### src/rtl/wbx_1master_pipe.sv
// wbx_1master_pipe
//   Wishbone B4 pipelined interconnect: one master fanned out to PERIPH_NUM slaves.
//   The slave index comes from the address bits above SLV_ADR_W. Up to MAX_PENDING
//   requests may be outstanding on one slave; the target never changes while any
//   are pending. Unmapped addresses are answered with ERR by the interconnect itself,
//   and a watchdog aborts transfers that a slave never answers.
//   Request and response paths are combinational, so the bus adds no latency.

module wbx_1master_pipe #(
  parameter int PERIPH_NUM  = 4,
  parameter int ADR_W       = 16,
  parameter int DAT_W       = 32,
  parameter int SLV_ADR_W   = 4,
  parameter int MAX_PENDING = 4,
  parameter int TIMEOUT     = 255
) (
  input  logic                        wb_clk_i,
  input  logic                        wb_rst_ni,
  // slave side
  output logic [PERIPH_NUM-1:0]       wbs_cyc_i,
  output logic                        wbs_stb_i,
  output logic                        wbs_we_i,
  output logic [SLV_ADR_W-1:0]        wbs_adr_i,
  output logic [DAT_W/8-1:0]          wbs_sel_i,
  output logic [DAT_W-1:0]            wbs_dat_i,
  input  logic [PERIPH_NUM*DAT_W-1:0] wbs_dat_o,
  input  logic [PERIPH_NUM-1:0]       wbs_stall_o,
  input  logic [PERIPH_NUM-1:0]       wbs_ack_o,
  input  logic [PERIPH_NUM-1:0]       wbs_err_o,
  // master side
  input  logic                        wbm_cyc_o,
  input  logic                        wbm_stb_o,
  input  logic                        wbm_we_o,
  input  logic [ADR_W-1:0]            wbm_adr_o,
  input  logic [DAT_W/8-1:0]          wbm_sel_o,
  input  logic [DAT_W-1:0]            wbm_dat_o,
  output logic [DAT_W-1:0]            wbm_dat_i,
  output logic                        wbm_stall_i,
  output logic                        wbm_ack_i,
  output logic                        wbm_err_i
);

  localparam int IDX_W = ADR_W - SLV_ADR_W;
  // Selection code: 0..PERIPH_NUM-1 are slaves, PERIPH_NUM means "unmapped".
  localparam int SEL_W = $clog2(PERIPH_NUM + 1);
  localparam int PND_W = $clog2(MAX_PENDING + 1);
  localparam int TMR_W = (TIMEOUT > 1) ? $clog2(TIMEOUT) : 1;

  localparam logic [SEL_W-1:0] UNMAPPED   = SEL_W'(PERIPH_NUM);
  localparam logic [PND_W-1:0] PEND_MAX   = PND_W'(MAX_PENDING);
  localparam logic [TMR_W-1:0] TMR_LAST   = TMR_W'((TIMEOUT > 0) ? (TIMEOUT - 1) : 0);
  localparam logic             TIMEOUT_EN = 1'((TIMEOUT > 0) ? 1 : 0);

  // State
  logic [SEL_W-1:0] sel_q, sel_d;     // slave owning the outstanding transfers
  logic [PND_W-1:0] pend_q, pend_d;   // accepted but not yet answered
  logic [TMR_W-1:0] tmr_q, tmr_d;     // cycles waited without a response

  // Decode
  logic [IDX_W-1:0] idx_raw_s;
  logic             unmapped_s;
  logic [SEL_W-1:0] idx_s;

  // Slave fan-in
  logic             sel_ack_s;
  logic             sel_err_s;
  logic [DAT_W-1:0] sel_dat_s;
  logic             req_stall_s;

  // Control
  logic             req_s;
  logic             pending_s;
  logic             sel_unm_s;
  logic             resp_window_s;
  logic             resp_ack_s;
  logic             resp_err_s;
  logic             resp_s;
  logic             abort_s;
  logic             block_s;
  logic             stall_s;
  logic             accept_s;
  logic [SEL_W-1:0] tgt_s;

  // Address decode: out-of-range indices collapse onto the single UNMAPPED code.
  always_comb begin
    idx_raw_s  = wbm_adr_o[ADR_W-1:SLV_ADR_W];
    unmapped_s = (idx_raw_s >= IDX_W'(PERIPH_NUM));
    idx_s      = unmapped_s ? UNMAPPED : SEL_W'(idx_raw_s);
  end

  // Mux the owning slave's response lines and the requested slave's stall line.
  always_comb begin
    sel_ack_s   = 1'b0;
    sel_err_s   = 1'b0;
    sel_dat_s   = '0;
    req_stall_s = 1'b0;
    for (int k = 0; k < PERIPH_NUM; k++) begin
      sel_ack_s   = sel_ack_s | ((sel_q == SEL_W'(k)) & wbs_ack_o[k]);
      sel_err_s   = sel_err_s | ((sel_q == SEL_W'(k)) & wbs_err_o[k]);
      sel_dat_s   = sel_dat_s | ({DAT_W{sel_q == SEL_W'(k)}} & wbs_dat_o[k*DAT_W +: DAT_W]);
      req_stall_s = req_stall_s | ((idx_s == SEL_W'(k)) & wbs_stall_o[k]);
    end
  end

  // Response qualification, watchdog abort, flow control and target choice.
  always_comb begin
    req_s         = wbm_cyc_o & wbm_stb_o;
    pending_s     = (pend_q != '0);
    sel_unm_s     = (sel_q == UNMAPPED);
    // Responses only count while the cycle is open and something is outstanding.
    resp_window_s = wbm_cyc_o & pending_s;
    resp_ack_s    = resp_window_s & ~sel_unm_s & sel_ack_s;
    resp_err_s    = resp_window_s & (sel_unm_s | sel_err_s);
    resp_s        = resp_ack_s | resp_err_s;
    abort_s       = TIMEOUT_EN & resp_window_s & ~resp_s & (tmr_q == TMR_LAST);
    // A full pipe frees a slot in the cycle its oldest entry is answered; a
    // different target must wait until the pipe has fully drained. The slave
    // cannot see a request during an abort, so that cycle is blocked too.
    block_s       = req_s & (abort_s
                             | ((pend_q == PEND_MAX) & ~resp_s)
                             | (pending_s & (idx_s != sel_q)));
    stall_s       = block_s | (req_s & ~unmapped_s & req_stall_s);
    accept_s      = req_s & ~stall_s;
    // While blocked the bus stays with the slave that owns the pending work.
    tgt_s         = (req_s & ~block_s) ? idx_s : sel_q;
  end

  // Drive both bus sides; reset holds the slaves deselected and the master stalled.
  always_comb begin
    wbs_cyc_i = '0;
    for (int k = 0; k < PERIPH_NUM; k++) begin
      wbs_cyc_i[k] = wb_rst_ni & wbm_cyc_o & ~abort_s & (tgt_s == SEL_W'(k));
    end
    wbs_stb_i   = wbm_stb_o & ~block_s;
    wbs_we_i    = wbm_we_o;
    wbs_adr_i   = wbm_adr_o[SLV_ADR_W-1:0];
    wbs_sel_i   = wbm_sel_o;
    wbs_dat_i   = wbm_dat_o;
    wbm_stall_i = ~wb_rst_ni | stall_s;
    wbm_ack_i   = resp_ack_s;
    wbm_err_i   = resp_err_s | abort_s;
    // Interconnect-generated errors carry no data.
    wbm_dat_i   = (resp_ack_s | (resp_err_s & ~sel_unm_s)) ? sel_dat_s : '0;
  end

  // Next-state: owner tracking, pending count and watchdog timer.
  always_comb begin
    if (accept_s) begin
      sel_d = idx_s;
    end else begin
      sel_d = sel_q;
    end

    if (!wbm_cyc_o || abort_s) begin
      // Closing the cycle or aborting abandons everything outstanding.
      pend_d = '0;
      tmr_d  = '0;
    end else begin
      case ({accept_s, resp_s})
        2'b10:   pend_d = (pend_q == PEND_MAX) ? pend_q : pend_q + PND_W'(1);
        2'b01:   pend_d = pending_s ? pend_q - PND_W'(1) : pend_q;
        default: pend_d = pend_q;
      endcase
      if (TIMEOUT_EN && pending_s && !resp_s) begin
        tmr_d = tmr_q + TMR_W'(1);
      end else begin
        tmr_d = '0;
      end
    end
  end

  // State register with asynchronous active-low reset.
  always_ff @(posedge wb_clk_i or negedge wb_rst_ni) begin
    if (!wb_rst_ni) begin
      sel_q  <= '0;
      pend_q <= '0;
      tmr_q  <= '0;
    end else begin
      sel_q  <= sel_d;
      pend_q <= pend_d;
      tmr_q  <= tmr_d;
    end
  end

endmodule
### config.mk
export PLATFORM = sky130hd
export DESIGN_NAME = wbx_1master_pipe
export DESIGN_NICKNAME = d
export VERILOG_FILES = /design/src/rtl/wbx_1master_pipe.sv
export SDC_FILE = /design/constraint.sdc
export NUM_CORES = 1
export LEC_CHECK = 0
export ABC_CLOCK_PERIOD_IN_PS = 8100
export CAP_MARGIN = 5
export CORE_AREA = 2 2 107 109
export DETAILED_ROUTE_END_ITERATION = 8
export DIE_AREA = 0 0 109 111
export PLACE_DENSITY = 0.68
export SETUP_SLACK_MARGIN = 0.02
export SLEW_MARGIN = 20
export SYNTH_ARGS = -nofsm -noshare
export SYNTH_HDL_FRONTEND = slang
export SYNTH_SLANG_ARGS = --single-unit
### constraint.sdc
create_clock -name wb_clk_i -period 8.1 [get_ports wb_clk_i]
set_clock_uncertainty 0.2 [all_clocks]
set_input_delay 1.62 -clock wb_clk_i [delete_from_list [all_inputs] [get_ports wb_clk_i]]
set_output_delay 1.62 -clock wb_clk_i [all_outputs]
set_load 0.005 [all_outputs]
== After elaboration in Yosys (flattened, before gate mapping) ==
Index checks and enable logic that the tools add are counted.

* Register bits: 14
* Bits of input ports: 197
* Logic and storage cells: 108
* Output and inout bits: 81

* Add/subtract/negate cells: 3
* Reduce and logical (&&, ||, !) cells: 10
* Bitwise logic cells: 65
* Multiplexer cells: 9
* Equal/unequal tests: 17
* Order comparisons: 1

{| class="wikitable"
|+ Operator list
! operator !! count
|-
| 32-bit AND || 4
|-
| 32-bit bitwise OR || 3
|-
| 1-bit AND || 34
|-
| 32-bit 2-to-1 mux || 1
|-
| 3-bit by 2-bit equality test with 1-bit output (second input constant) || 6
|-
| 1-bit bitwise OR || 17
|-
| 8-bit 2-to-1 mux || 2
|-
| 3-bit 2-to-1 mux || 5
|-
| 12-bit by 3-bit >= comparator with 1-bit output (second input constant) || 1
|-
| 3-bit by 1-bit equality test with 1-bit output (second input constant) || 3
|-
| 3-bit logical NOT || 3
|-
| 8-bit by 1-bit adder with 8-bit output (second input constant) || 1
|-
| 8-bit equality test (second input constant) || 1
|-
| 1-bit NOT || 7
|-
| 3-bit equality test (second input constant) || 2
|-
| 3-bit != test (second input constant) || 2
|-
| 3-bit case mux with 2 select lines || 1
|-
| 3-bit nonzero test || 2
|-
| 3-bit by 1-bit adder with 3-bit output (second input constant) || 1
|-
| 3-bit != test || 1
|-
| 3-bit AND reduction || 1
|-
| 3-bit by 1-bit subtractor with 3-bit output (second input constant) || 1
|-
| 2-bit by 1-bit equality test with 1-bit output (second input constant) || 1
|-
| 2-bit equality test (second input constant) || 1
|-
| other kinds (3) || 4
|}

== Longest topological paths before layout ==
Gate-level depths: netlist (run 1).

* Depth after elaboration: 20
* Gate-level depth with buffers: 15
* Depth with buffers taken out: 14

== Worst setup path after synthesis (run 1) ==
OpenSTA, ideal clock, no wires.

* Kind: input-to-output
* From: input wbm_adr_o[14]
* To: output wbs_cyc_i[0]
* Buffers on the path: 0
* Slack: 3.131 ns
* Cell stages on the path: 5
* Data required time: 6.280 ns
* Arrival time: 3.149 ns
* Cells stage by stage: nor4_1 > and4_1 > a211oi_2 > a211oi_2 > mux2i_1

* Longest elaborated chain between the ends: 11

{| class="wikitable"
|+ RTL lines
! element !! line !! RTL
|-
| start, declared || 34 || <nowiki>input logic [ADR_W-1:0] wbm_adr_o,</nowiki>
|-
| 12-bit by 3-bit >= comparator with 1-bit output (*) || 87 || <nowiki>unmapped_s = (idx_raw_s >= IDX_W'(PERIPH_NUM));</nowiki>
|-
| 3-bit 2-to-1 mux (*) || 88 || <nowiki>idx_s = unmapped_s ? UNMAPPED : SEL_W'(idx_raw_s);</nowiki>
|-
| 3-bit != test || 121 || <nowiki>| (pending_s & (idx_s != sel_q)));</nowiki>
|-
| 1-bit AND || 121 ||
|-
| 1-bit bitwise OR || 121 ||
|-
| 1-bit AND || 119 || <nowiki>block_s = req_s & (abort_s</nowiki>
|-
| 1-bit NOT || 125 || <nowiki>tgt_s = (req_s & ~block_s) ? idx_s : sel_q;</nowiki>
|-
| 1-bit AND || 125 ||
|-
| 3-bit 2-to-1 mux (*) || 125 ||
|-
| 3-bit logical NOT (*) || 132 || <nowiki>wbs_cyc_i[k] = wb_rst_ni & wbm_cyc_o & ~abort_s & (tgt_s == SEL_W'(k));</nowiki>
|-
| 1-bit AND (*) || 132 ||
|-
| end, declared || 20 || <nowiki>output logic [PERIPH_NUM-1:0] wbs_cyc_i,</nowiki>
|}

Mark *: on every way between the ends. The rest lies on a longest branch, timed or not.

== Final worst setup path (run 1) ==
* From: input wbm_adr_o[14]
* To: output wbs_cyc_i[2]

* Longest elaborated chain between the ends: 11

{| class="wikitable"
|+ RTL lines
! element !! line
|-
| 12-bit by 3-bit >= comparator with 1-bit output (*) || 87
|-
| 3-bit 2-to-1 mux (*) || 88
|-
| 3-bit != test || 121
|-
| 1-bit AND || 121
|-
| 1-bit bitwise OR || 121
|-
| 1-bit AND || 119
|-
| 1-bit NOT || 125
|-
| 1-bit AND || 125
|-
| 3-bit 2-to-1 mux (*) || 125
|-
| 3-bit by 2-bit equality test with 1-bit output (*) || 132
|-
| 1-bit AND (*) || 132
|}

Marks and branches as above.

==> results.env, run 1 <==
FINAL_COUNT_OF_HOLD_TIMING_VIOLATIONS=0
CTS.PATH.MAX_BUFFERS=2
FMAX_MHz=158.4
DETAILROUTE.VIA_COUNT=2714
CRITICAL_PATH_CLASS='in -> out'
STATIC-LEAKAGE-POWER_nW=1.572
ROW_COUNT=39
HOLD-PATH-ENDPOINT='tmr_q[7]$_DFF_PN0_'
YS_ASYNC_SR_FRACTION_PCT=100.0
TRITONCTS.NUM_BUFFERS=3
GRT_START_MAX_NET_PINS=23
ROUTE.DETAILED.WL_PER_INST_MICRONS=19.57
WL_MM=10.98
SYNTHSIMPLEGATEAREAFRAC_PCT=17.90
YS_SEQ_AREA_SHARE_PCT=14.53
FIRST_GLOBAL_VIAS=2833
TRITONCTS_CLOCK_TREE='done'
GRTUSAGETOTAL_PCT=17.18
GRT.OVERFLOW.TOTAL=0
START_UTIL_PCT=21.77
REGTOREGENDPOINT='pend_q[2]$_DFFE_PN0P_'
CRITICAL_PATH.ENDPOINT_TYPE='output pin'
SYNTH_COMPOUND_AREA_SHARE_PCT=18.99
CTS_NUM_SINKS=14
MAXSLEWVIOLCOUNT=0
TNS_SETUP_NS=0
DETAIL_ROUTE.FIRST_PASS.ITERATIONS=5
ANTENNA_CELLS_INSERTED=0
DETAIL_ROUTE.VIAS_PER_CELL=4.838
HOLDPATHSTAGES=2
TOP_LEVEL_PORTS=278
FIN_HOLD_WS_NS=0.3356
MAX-SLEW-MARGIN-REL_PCT=40.99
AREA_SHARE_OF_XOR_XNOR_CELLS_IN_THE_SYNTHESIZED_DESIGN_PCT=4.359
CLKSLEWWORSTSETUPHOLDPATHS_NS=0.05
YOSYS-TOP-CELLS-AREA='mux4_2 (17%), dfrtp_1 (15%), buf_4 (14%)'
R2R_SLACK_NS=3.92
DIE_SPAN_IN_Y_MICRONS=111
MIN_PATH_TYPE='reg -> reg'
WORSTREGTOREGCELLS=13
DETAIL-ROUTE-ANTENNA-NETS=0
SYNTH.AVG_CELL_AREA_SQ_UM=8.799
GRT_FIRST_PASS_WIRELENGTH_MM=15.77
CRITPATHLAUNCHTYPE='primary input'
MAX-CAP-VIOLATIONS=0
COUNT_OF_INPUT_AND_OUTPUT_BUFFERS=195
IR_DROP_V=0.0001277
CORE-AREA_SQ_UM=11080
ANTENNA_FOUND_INITIAL=1
RR_STARTPOINT='sel_q[1]$_DFFE_PN0P_'
SYNTHESIS.AREA_SQ_UM=2411
SYNTH_ENABLE_FLOP_CELLS=0
PERIOD_MINUS_SLACK_NS=6.314
HIGHEST_FANOUT_SEEN_ON_THE_CRITICAL_PATH=5
YOSYSUNIQUECELLTYPES=46
POSTSYNTHNETCOUNT=477
CHIPWIDTH_MICRONS=109
CTS_POST_SETUP_BUFFERS_INSERTED=0
SHARE_OF_SYNTHESIZED_AREA_SPENT_ON_MULTIPLEXERS_PCT=23.61
POST_SYNTH_FA_HA_MAJ_AREA_FRACTION_PCT=3.114
SYNTH_CELLS=274
FINAL_WEIGHTED_CONGESTION_IN_ROUTABILITY_DRIVEN_PLACEMENT=0.9374
LAYOUT.NETS=622
SHARE_OF_CELLS_ABOVE_DRIVE_STRENGTH_1_PCT=10.29
HOLDCRITSTARTPOINT='tmr_q[7]$_DFF_PN0_'
DIE_AREA_SQ_UM=12100
UNREPAIRED_SETUP_ENDPOINTS_AFTER_GLOBAL_ROUTING='false'
COUNT_OF_STATE_ELEMENTS_AFTER_SYNTHESIS=14
YOSYS_WARNINGS=0
PERIOD_SHARE_PCT=77.95
NUMBER_OF_BUFFERS_ADDED_TO_FIX_HOLD_VIOLATIONS_AFTER_CTS=0
CRITPATHREQUIREDTIME_NS=6.28
TIMING.CRITICAL_PATH.ARRIVAL_NS=4.49
FINAL_CORE_AREA_UTILIZATION_PCT=38.47
SYNTHDOMINANTAREACELLTYPE='mux4_2'
MULTI_INPUT_COMB_AREA_SQ_UM=1639
SETUP_VIOL=0
STATUS='completed'
SYNTHTOLAYOUTAREAGROWTH_PCT=76.75
SYNTH_TOP_FAMILY_BY_AREA='multiplexers'
DRTITER0DRC=117
AREA.SEQUENTIAL_SQ_UM=350.3
NETLIST.AREA_LEADER.SHARE_PCT=16.81
CLOCK_INSERTION_DELAY_WORST_SKEW_NS=0.25
DP.FINAL_HPWL_MM=9.321
CTS_H_TREE_DEPTH=1
POST-ROUTE-DRC-COUNT=0
POWER.DENSITY_nW_PER_UM2=113.4
CTS.ROOT.BUFFER_CELL='clkbuf_16'
YS_DOMINANT_REG_CELL='dfrtp_1'
POST_CTS_RESIZED=0
WORST-SLEW-PIN-TRANSITION_NS=0.8833
LAYOUT.FILLER_CELLS=1110
cell usage after synthesis, types with 2 or more instances:
cell type,instances
buf_4,44
a22oi_1,26
a21oi_1,18
and3_1,18
mux4_2,18
nor2_1,18
nand2_1,16
dfrtp_1,14
mux2_2,11
clkbuf_1,9
xor2_1,9
ha_1,6
inv_1,6
nand3_1,6
buf_2,4
mux2i_1,4
nand4_1,4
a21o_1,3
and2_1,3
and4_1,3
nor2b_1,3
nor3_1,3
xnor2_1,3
a211oi_2,2
a21boi_0,2
per-layer routing:
layer	up-vias	track usage, %	share of wire [%]
met5	-	0	0.14
met4	2	3.846	2.0
met3	28	5.115	9.2
met2	119	28.86	50
met1	1293	21.45	39
li1	1272	-	-
cell type report:
type,count,area share [%]
repair buffers,199,46.51
multi-input cells,195,38.46
flip-flops and latches,14,8.221
well taps,143,4.198
clock buffers,4,2.085
inverters,6,0.5285
stage by stage:
stage | power, mW | setup WS [ns] | area [sq um] | std cells
3_3_place_gp | 0.3763 | 1.883 | 4173 | 557
5_1_grt | 0.5216 | 1.626 | 4262 | 561
2_1_floorplan | 0.2524 | 3.131 | 2411 | 274
4_1_cts | 0.4890 | 1.791 | 4262 | 561
3_5_place_dp | 0.3806 | 1.804 | 4173 | 557
6_report | 0.4834 | 1.786 | 4262 | 561
critical path, cell delays in order:
cell and delay [ns]:
clkdlybuf4s50_1 0.40, nor4_1 0.53, and4_1 0.43, a211oi_2 0.18, a211oi_2 0.52, mux2i_1 0.28, clkdlybuf4s50_1 0.53
report_power, final:
group | internal (mW) | total, mW | switching (mW)
combinational | 0.157 | 0.285 | 0.128
sequential | 0.0788 | 0.0935 | 0.0147
clock | 0.0749 | 0.105 | 0.0301
total | 0.311 | 0.483 | 0.173
cell families (layout without fill, tap and decap cells):
group	count (synthesis)	in the layout
mux	33	33
xor+xnor	12	12
buf+inv	65	209
flops	14	14
fa+ha+maj	6	6
simple gates	82	82
compound gates	62	62
state kept, by name, indices dropped and copies added (netlist names):
register and flops:
tmr_q 8, pend_q 3, sel_q 3
cells in the final DEF, fill, tap and decap left out, types with 2 or more instances in the layout:
| cell | synthesis | routed |
|---|---|---|
| clkdlybuf4s50_1 | 0 | 195 |
| a22oi_1 | 26 | 26 |
| nor2_1 | 18 | 18 |
| mux4_2 | 18 | 18 |
| and3_1 | 18 | 18 |
| a21oi_1 | 18 | 18 |
| nand2_1 | 16 | 16 |
| dfrtp_1 | 14 | 14 |
| mux2_2 | 11 | 11 |
| xor2_1 | 9 | 9 |
| inv_1 | 6 | 6 |
| nand3_1 | 6 | 6 |
| ha_1 | 6 | 6 |
| nand4_1 | 4 | 4 |
| mux2i_1 | 4 | 4 |
| buf_4 | 44 | 4 |
| nor3_1 | 3 | 3 |
| a21o_1 | 3 | 3 |
| and4_1 | 3 | 3 |
| nor2b_1 | 3 | 3 |
| and2_1 | 3 | 3 |
| xnor2_1 | 3 | 3 |
| clkbuf_16 | 0 | 3 |
| a211oi_2 | 2 | 2 |
| a21boi_0 | 2 | 2 |
worst max-delay path by stage:
stage,start,endpoint,cells after the start
6_report,wbm_adr_o[14],wbs_cyc_i[2],7
5_1_grt,wbm_adr_o[14],wbs_cyc_i[1],7
4_1_cts,wbm_adr_o[14],wbs_cyc_i[2],7
3_5_place_dp,wbm_adr_o[14],wbs_cyc_i[2],7
3_3_place_gp,wbm_adr_o[14],wbs_cyc_i[1],7
2_1_floorplan,wbm_adr_o[14],wbs_cyc_i[0],5
No activity file was read; power rests on OpenSTA's default activity.
==> run 2: changes to the inputs <==
--- a/config.mk
+++ b/config.mk
@@ -5,12 +5,12 @@
 export SDC_FILE = /design/constraint.sdc
 export NUM_CORES = 1
 export LEC_CHECK = 0
-export ABC_CLOCK_PERIOD_IN_PS = 8100
+export ABC_CLOCK_PERIOD_IN_PS = 6000
 export CAP_MARGIN = 5
-export CORE_AREA = 2 2 107 109
+export CORE_AREA = 2 2 108 110
 export DETAILED_ROUTE_END_ITERATION = 8
-export DIE_AREA = 0 0 109 111
-export PLACE_DENSITY = 0.68
+export DIE_AREA = 0 0 110 112
+export PLACE_DENSITY = 0.67
 export SETUP_SLACK_MARGIN = 0.02
 export SLEW_MARGIN = 20
 export SYNTH_ARGS = -nofsm -noshare
==> constraint.sdc (replaced) <==
create_clock -name wb_clk_i -period 6 [get_ports wb_clk_i]
set_clock_uncertainty 0.2 [all_clocks]
set_input_delay 1.2 -clock wb_clk_i [delete_from_list [all_inputs] [get_ports wb_clk_i]]
set_output_delay 1.2 -clock wb_clk_i [all_outputs]
set_load 0.005 [all_outputs]
==> run 2 against run 1 <==
Clock-buffer cell count decreased by 1. Die area rose by 1.8%. Non-clock buffer count did not move. Global-route usage down 1.1 points. Routed wire length down 5.5%. Critical path depth is the same. Worst hold slack improved by 0.0024 ns. Combinational power rose by 36%. Sequential share of layout area about the same. Critical endpoint is now wbs_cyc_i[0].
==> results.env, run 2 (synthesized netlist as in run 1, its figures left out) <==
MAX-CAP-VIOLATIONS=0
DRTITER0DRC=136
WORST-SLEW-PIN-TRANSITION_NS=0.9442
FINAL.SETUP.WORST_SLACK_NS=0.5193
DIE_AREA_SQ_UM=12320
STATIC-LEAKAGE-POWER_nW=1.565
LAYOUT.NETS=622
GRT_FIRST_PASS_WIRELENGTH_MM=15.30
POWER.TOTAL_mW=0.6372
DPL-INSTANCE-AREA_SQ_UM=4173
TIMING.CRITICAL_PATH.ARRIVAL_NS=4.08
CLKSLEWWORSTSETUPHOLDPATHS_NS=0.04
CORE-AREA_SQ_UM=11170
AREA.SEQUENTIAL_SQ_UM=350.3
GRTUSAGETOTAL_PCT=16.05
PERIOD_SHARE_PCT=91.35
FINAL_CORE_AREA_UTILIZATION_PCT=38.04
WL_MM=10.38
SETUP_VIOL=0
IR_DROP_V=0.0001149
FIRST_GLOBAL_VIAS=2895
ANTENNA_FOUND_INITIAL=1
BIGGESTREGSBYFLOPS='tmr_q (8), pend_q (3), sel_q (3)'
LAYOUT.FILLER_CELLS=1132
DESIGN_AREA_SQ_UM=4250
POWER.DENSITY_nW_PER_UM2=149.9
CRITICAL_PATH_CLASS='in -> out'
MIN_PATH_TYPE='reg -> reg'
DETAIL_ROUTE.FIRST_PASS.ITERATIONS=5
FINAL_WEIGHTED_CONGESTION_IN_ROUTABILITY_DRIVEN_PLACEMENT=0.9109
DP_SLACK_NS=0.5492
HIGHEST_FANOUT_SEEN_ON_THE_CRITICAL_PATH=5
CRITPATHLAUNCHTYPE='primary input'
MAX-SLEW-MARGIN-REL_PCT=36.92
DETAIL-ROUTE-ANTENNA-NETS=0
CTS_POST_SETUP_BUFFERS_INSERTED=0
MAXSLEWVIOLCOUNT=0
DETAILROUTE.VIA_COUNT=2747
CHIPWIDTH_MICRONS=110
CLOCK_INSERTION_DELAY_WORST_SKEW_NS=0.24
MOST-COMMON-LAYOUT-CELLS='clkdlybuf4s50_1 (195), a22oi_1 (26)'
TNS_SETUP_NS=0
CRITPATHREQUIREDTIME_NS=4.60
POST-ROUTE-DRC-COUNT=0
TRITONCTS_CLOCK_TREE='done'
SYNTHTOLAYOUTAREAGROWTH_PCT=76.28
GRT_START_MAX_NET_PINS=25
TOP_REGISTER='tmr_q'
CTS.ROOT.BUFFER_CELL='clkbuf_16'
DP.FINAL_HPWL_MM=8.705
STATUS='completed'
TRITONCTS.NUM_BUFFERS=3
UNREPAIRED_SETUP_ENDPOINTS_AFTER_GLOBAL_ROUTING='false'
GRT.OVERFLOW.TOTAL=0
TOP_LEVEL_PORTS=278
COUNT_OF_INPUT_AND_OUTPUT_BUFFERS=195
ROUTE.DETAILED.WL_PER_INST_MICRONS=18.50
FIN_HOLD_WS_NS=0.3380
START_UTIL_PCT=21.58
POST_CTS_RESIZED=0
FMAX_MHz=182.5
CTS_H_TREE_DEPTH=1
NUMBER_OF_BUFFERS_ADDED_TO_FIX_HOLD_VIOLATIONS_AFTER_CTS=0
CTS_NUM_SINKS=14
DIE_SPAN_IN_Y_MICRONS=112
LARGEST_REG_FLOPS=8
FINAL_COUNT_OF_HOLD_TIMING_VIOLATIONS=0
NUMPLACEDINSTANCES=557
FINAL_CELLS=561
PERIOD_MINUS_SLACK_NS=5.481
CTS.PATH.MAX_BUFFERS=2
ROW_COUNT=39
MOSTFREQUENTLAYOUTCELL='clkdlybuf4s50_1'
SHARE_OF_CELLS_ABOVE_DRIVE_STRENGTH_1_PCT=10.07
MULTI_INPUT_COMB_AREA_SQ_UM=1639
CRITICAL_PATH.ENDPOINT_TYPE='output pin'
DETAIL_ROUTE.VIAS_PER_CELL=4.897
-- run 2: changes by cell type in the layout (fill, tap and decap cells not counted) --
cell | previous run | this run
diode_2 | 0 | 1
clkbuf_8 | 1 | 0
-- run 2: power by group --
group          switching (mW)  leakage (nW)  internal (mW)
sequential             0.0201         0.192          0.106
combinational           0.176          1.34          0.211
clock                  0.0367        0.0370         0.0870
-- run 2: layer usage --
layer  vias to the layer above  track usage, %  part of all wire, %
met5                         -               0                    0
met4                         0           6.076                  3.3
met3                        32           3.689                  9.9
met2                       134           27.61                   49
met1                      1311           19.11                   38
li1                       1270               -                    -
-- run 2: area by class of cell --
class                   count  area share (%)
inverters                   6          0.5299
flip-flops and latches     14           8.243
multi-input cells         195           38.56
well taps                 143           4.210
clock buffers               3           1.766
diodes                      1         0.05888
repair buffers            199           46.63
-- run 2: critical path, cell delays in order --
cell	delay (ns)
clkdlybuf4s50_1	0.40
nor4_1	0.52
and4_1	0.38
a211oi_2	0.16
a211oi_2	0.61
mux2i_1	0.28
clkdlybuf4s50_1	0.54
-- run 2: path summary, 6_finish.rpt --
| check | start | slack [ns] | endpoint | cells past startpoint |
|---|---|---|---|---|
| max reg2reg | sel_q[1]$_DFFE_PN0P_ | 2.21 | pend_q[2]$_DFFE_PN0P_ | 13 |
| min reg2reg | tmr_q[5]$_DFF_PN0_ | 0.34 | tmr_q[5]$_DFF_PN0_ | 2 |
| max in group asynchronous | wb_rst_ni | 4.28 | pend_q[1]$_DFFE_PN0P_ | 2 |
| min | tmr_q[5]$_DFF_PN0_ | 0.34 | tmr_q[5]$_DFF_PN0_ | 2 |
| max | wbm_adr_o[14] | 0.52 | wbs_cyc_i[0] | 7 |
| min in group asynchronous | wb_rst_ni | 1.15 | tmr_q[6]$_DFF_PN0_ | 2 |
